File: config.mk
export PLATFORM = sky130hd
export DESIGN_NAME = ext_irq_ctrl
export DESIGN_NICKNAME = d
export VERILOG_FILES = /design/src/rtl/irqc_pkg.sv /design/src/rtl/irqc_prio_enc.sv /design/src/rtl/ext_irq_ctrl.sv
export SDC_FILE = /design/constraint.sdc
export NUM_CORES = 1
export LEC_CHECK = 0
export BUFFER_PORTS_ARGS = -buffer_cell sky130_fd_sc_hd__buf_2
export CORE_UTILIZATION = 28
export DETAILED_ROUTE_END_ITERATION = 10
export SLEW_MARGIN = 0
export SYNTH_ARGS = -nofsm -noshare
export SYNTH_HDL_FRONTEND = slang
export SYNTH_SLANG_ARGS = --single-unit
File: constraint.sdc
create_clock -name clk -period 1.2 [get_ports clk]
set_input_delay 0.24 -clock clk [delete_from_list [all_inputs] [get_ports clk]]
set_output_delay 0.24 -clock clk [all_outputs]
set_load 0.03 [all_outputs]
File: src/rtl/irqc_pkg.sv
// Shared types and limits for the external interrupt controller.
package irqc_pkg;

   typedef enum logic [1:0] {
      IDLE    = 2'd0,
      REQ     = 2'd1,
      SERVICE = 2'd2
   } irqc_state_t;

   localparam int IRQC_MAX_SRC = 16;

endpackage

File: src/rtl/irqc_prio_enc.sv
// Fixed-priority encoder: reports whether any request is set and the lowest set index.
module irqc_prio_enc
   import irqc_pkg::*;
#(
   parameter int NUM_SRC = 4,
   parameter int ID_W    = $clog2(NUM_SRC)
) (
   input  logic [NUM_SRC-1:0] req,
   output logic               valid,
   output logic [ID_W-1:0]    id
);

   // Scanning downward lets the lowest index overwrite any higher one.
   always_comb begin
      valid = 1'b0;
      id    = '0;
      for (int i = NUM_SRC - 1; i >= 0; i--) begin
         if (req[i]) begin
            valid = 1'b1;
            id    = ID_W'(i);
         end
      end
   end

endmodule

File: src/rtl/ext_irq_ctrl.sv
// External interrupt controller: edge latch, mask, fixed priority, single outstanding request.
// Define IRQC_SYNC_EN to place a 2-flop synchronizer on every irq_in line.
module ext_irq_ctrl
   import irqc_pkg::*;
#(
   parameter int NUM_SRC = 4,
   parameter int ID_W    = $clog2(NUM_SRC)
) (
   input  logic               clk,
   input  logic               reset,
   input  logic [NUM_SRC-1:0] irq_in,
   input  logic [NUM_SRC-1:0] irq_mask,
   input  logic               ExtIAck,
   input  logic               ERet,
   output logic               ExtIRQ,
   output logic [ID_W-1:0]    irq_id,
   output logic [NUM_SRC-1:0] irq_pending,
   output logic               busy
);

   irqc_state_t        state;
   logic [NUM_SRC-1:0] irq_s;
   logic [NUM_SRC-1:0] irq_prev;
   logic [NUM_SRC-1:0] irq_edge;
   logic [NUM_SRC-1:0] ack_clr;
   logic               win_valid;
   logic [ID_W-1:0]    win_id;

`ifdef IRQC_SYNC_EN
   logic [NUM_SRC-1:0] sync_p0;
   logic [NUM_SRC-1:0] sync_p1;

   always_ff @(posedge clk) begin
      if (reset) begin
         sync_p0 <= '0;
         sync_p1 <= '0;
      end else begin
         sync_p0 <= irq_in;
         sync_p1 <= sync_p0;
      end
   end

   assign irq_s = sync_p1;
`else
   assign irq_s = irq_in;
`endif

   assign irq_edge = irq_s & ~irq_prev;

   always_comb begin
      ack_clr = '0;
      if (state == REQ && ExtIAck) ack_clr[irq_id] = 1'b1;
   end

   irqc_prio_enc #(
      .NUM_SRC (NUM_SRC),
      .ID_W    (ID_W)
   ) u_prio (
      .req   (irq_pending & irq_mask),
      .valid (win_valid),
      .id    (win_id)
   );

   // A new edge on the source being acknowledged survives the clear.
   always_ff @(posedge clk) begin
      if (reset) begin
         irq_prev    <= '0;
         irq_pending <= '0;
      end else begin
         irq_prev    <= irq_s;
         irq_pending <= (irq_pending & ~ack_clr) | irq_edge;
      end
   end

   always_ff @(posedge clk) begin
      if (reset) begin
         state  <= IDLE;
         ExtIRQ <= 1'b0;
         irq_id <= '0;
         busy   <= 1'b0;
      end else begin
         case (state)
            IDLE: begin
               if (win_valid) begin
                  state  <= REQ;
                  ExtIRQ <= 1'b1;
                  irq_id <= win_id;
                  busy   <= 1'b1;
               end
            end
            REQ: begin
               if (ExtIAck) begin
                  state  <= SERVICE;
                  ExtIRQ <= 1'b0;
               end
            end
            SERVICE: begin
               if (ERet) begin
                  state <= IDLE;
                  busy  <= 1'b0;
               end
            end
            default: begin
               state  <= IDLE;
               ExtIRQ <= 1'b0;
               busy   <= 1'b0;
            end
         endcase
      end
   end

endmodule

==> results_dict.tcl <==
set metrics [dict create \
    p_per_area_nw_per_um2 1460 \
    synth_edf_count 0 \
    yosys_most_used_dff "dfxtp_1" \
    first_global_vias 459 \
    die_area_um2 2200 \
    cts_tree "yes" \
    tns_ns 0 \
    drv_cap 0 \
    pin_count 20 \
    finalCriticalPeriod_ns 1.14 \
    dr.pass1.iters 4 \
    placedInstanceArea_um2 701 \
    ir_drop_uv 884 \
    tightestPinTransition_ns 0.241 \
    design_area_um2 729 \
    cts_buffer_depth 2 \
    cts.sinks 14 \
    slew_headroom_pct 83.7 \
    num_vias 503 \
    start_kind "flip-flop" \
    synth_top_area_share_pct 49.7 \
    switching_share_pct 31.2 \
    worstPathArrival_ns 0.90 \
    antennaDiodeCount 0 \
    gp_congestion 0.707 \
    synth_top_cell_by_area "dfxtp_1" \
    utilization_pct 40.5 \
    rsz0062_at_grt "false" \
    drv_slew 0 \
    clkPwrFrac_pct 24.2 \
    drtIter0Drc 13 \
    cts_buffers 3 \
    yosysMostFrequentCell "dfxtp_1" \
    grt_pass1_wl_um 1980 \
    syn-num-nets 70 \
    drc 0 \
    fmax_mhz 879 \
    p_leak_nw 0.320 \
    final_hold_viol_count 0 \
    core_area_um2 1800 \
    fin_nets 94 \
    vias_per_cell 4.79 \
    slowest_stage "dfxtp_2" \
    drive_gt1_share_pct 45.0 \
    ctsHoldBuffers 0 \
    synthTopCellsByCount "dfxtp_1, nand2_1, inv_1, a21oi_1, nor2b_1" \
    slowest_delay_ns 0.33 \
    ys_ff_latch 14 \
    drt_wl_total_um 1240 \
    ys_seq_area_share_pct 49.7 \
    syn_area_um2 564 \
    port-buffer-count 19 \
    crit_chain "buf_4 > buf_2" \
    setup_viol 0 \
    cp.required_ns 0.96 \
    die_h_um 46.9 \
    syn_avg_cell_area_um2 9.73 \
    dpl_worst_slack_ns 0.0313 \
    grt_usage_pct 13.9 \
    multi_input_area_um2 255 \
    antenna_found_initial 0 \
    worstSkewPairLatency_ns 0.28 \
    pwr-share-comb_pct 23.3 \
    synthArstFlopShare_pct 0 \
    clk_pin_slew_ns 0.08 \
    seqPwrFrac_pct 52.5 \
    dieWidth_um 46.9 \
    fin_crit_sh_pct 94.8 \
    layout_setup_ws_ns 0.0627 \
    regArea_um2 289 \
    outcome "finished, final reports clean" \
    syn_inst 58 \
    final_antenna_net_count 0 \
    grt_max_degree 11 \
    fillCellCount 197 \
    rows 15 \
    hold_path_class "in2reg" \
    fin_skew_ns 0.00517 \
    synth_cell_type_count 26 \
    power.internal_w 0.000733 \
    area_growth_pct 29.3 \
    grt-ovfl-total 0 \
    htreeDepth 1 \
    synth_area_leaders "dfxtp_1, nand2_1, a21oi_1" \
    end_kind "primary output" \
    post-dp-hpwl_um 937 \
    path_max_fanout 3 \
    crit_type "reg2out" \
    start_util_pct 31.3 \
    wire_per_inst_um 11.8 \
    root_buffer "clkbuf_4" \
    p_sw_w 0.000332 \
    ys_warn_count 0 \
]
-- per-stage QoR --
step	hold WS (ns)	cells	power, W
final	0.158	105	0.00107
after global routing	0.141	105	0.00113
after CTS	0.156	105	0.00107
after detailed placement	0.396	102	0.000816
after global placement	0.388	102	0.000809
after floorplan	0.340	58	0.000734
-- worst max-delay path, delay by kind of cell, from the launching register on --
| family | cells | cell delay [ns] |
|---|---|---|
| buffers and inverters | 2 | 0.29 |
| DFF | 1 | 0.33 |
-- layout by cell type (no fill, tap or decap), drive strengths merged --
cell type,n
a21oi,4
nand2,8
nor3b,1
o21ai,3
o2bb2ai,1
a2111oi,1
a32o,2
a211o,1
a32oi,1
a211oi,1
o311ai,1
nor2,2
clkbuf,4
inv,5
nand4,1
dfxtp,14
nand4b,1
nor2b,4
or3b,1
mux2i,1
a22o,2
buf,20
or2,1
-- timing repair --
item	CTS	global route
gates resized for setup	0	4
setup endpoints to repair	0	3
setup buffers	0	0
endpoints found under the hold margin	0	0
-- state kept, by name, summed over array words and instances (netlist names) --
signal	flops
ExtIRQ	1
irq_id	2
state	2
busy	1
irq_pending	4
irq_prev	4
-- cells by family (layout without fill, tap and decap cells) --
family	after synthesis	count (layout)	share of synthesized area [%]
buf+inv	7	29	5.10
flops	14	14	49.7
compound gates	17	17	23.1
mux	1	1	1.77
simple gates	19	19	20.4
-- power groups by stage --
| stage | combinational (W) | clock [W] | sequential (W) |
|---|---|---|---|
| finish | 0.000248 | 0.000258 | 0.000559 |
| global placement | 0.000244 | 0 | 0.000565 |
| floorplan | 0.000120 | 0 | 0.000614 |
| global route | 0.000268 | 0.000294 | 0.000567 |
| CTS | 0.000248 | 0.000269 | 0.000557 |
| detailed placement | 0.000248 | 0 | 0.000568 |
-- worst paths after layout --
kind                        from        endpoint  slack [ns]  cells past startpoint
hold reg to reg      irq_prev[0]  irq_pending[0]        0.40                      1
setup / recovery  irq_pending[3]  irq_pending[3]        0.06                      2
hold / removal           ExtIAck        state[0]        0.16                      2
setup reg to reg  irq_pending[1]       irq_id[0]        0.08                      4
-- routing by layer --
metal,wire (um),track usage (%),up-vias
met5,0,0,-
met4,12,6.86,0
met3,70,6.92,2
met2,619,23.1,14
met1,534,14.5,233
li1,-,-,254
-- area by class of cell --
class | count | share of cell area, %
Sequential cell | 14 | 39.6
Tap cell | 25 | 4.29
Multi-Input combinational cell | 37 | 35.0
Inverter | 5 | 2.57
Timing Repair Buffer | 21 | 15.4
Clock buffer | 3 | 3.09
No activity file was read; power rests on OpenSTA's default activity.
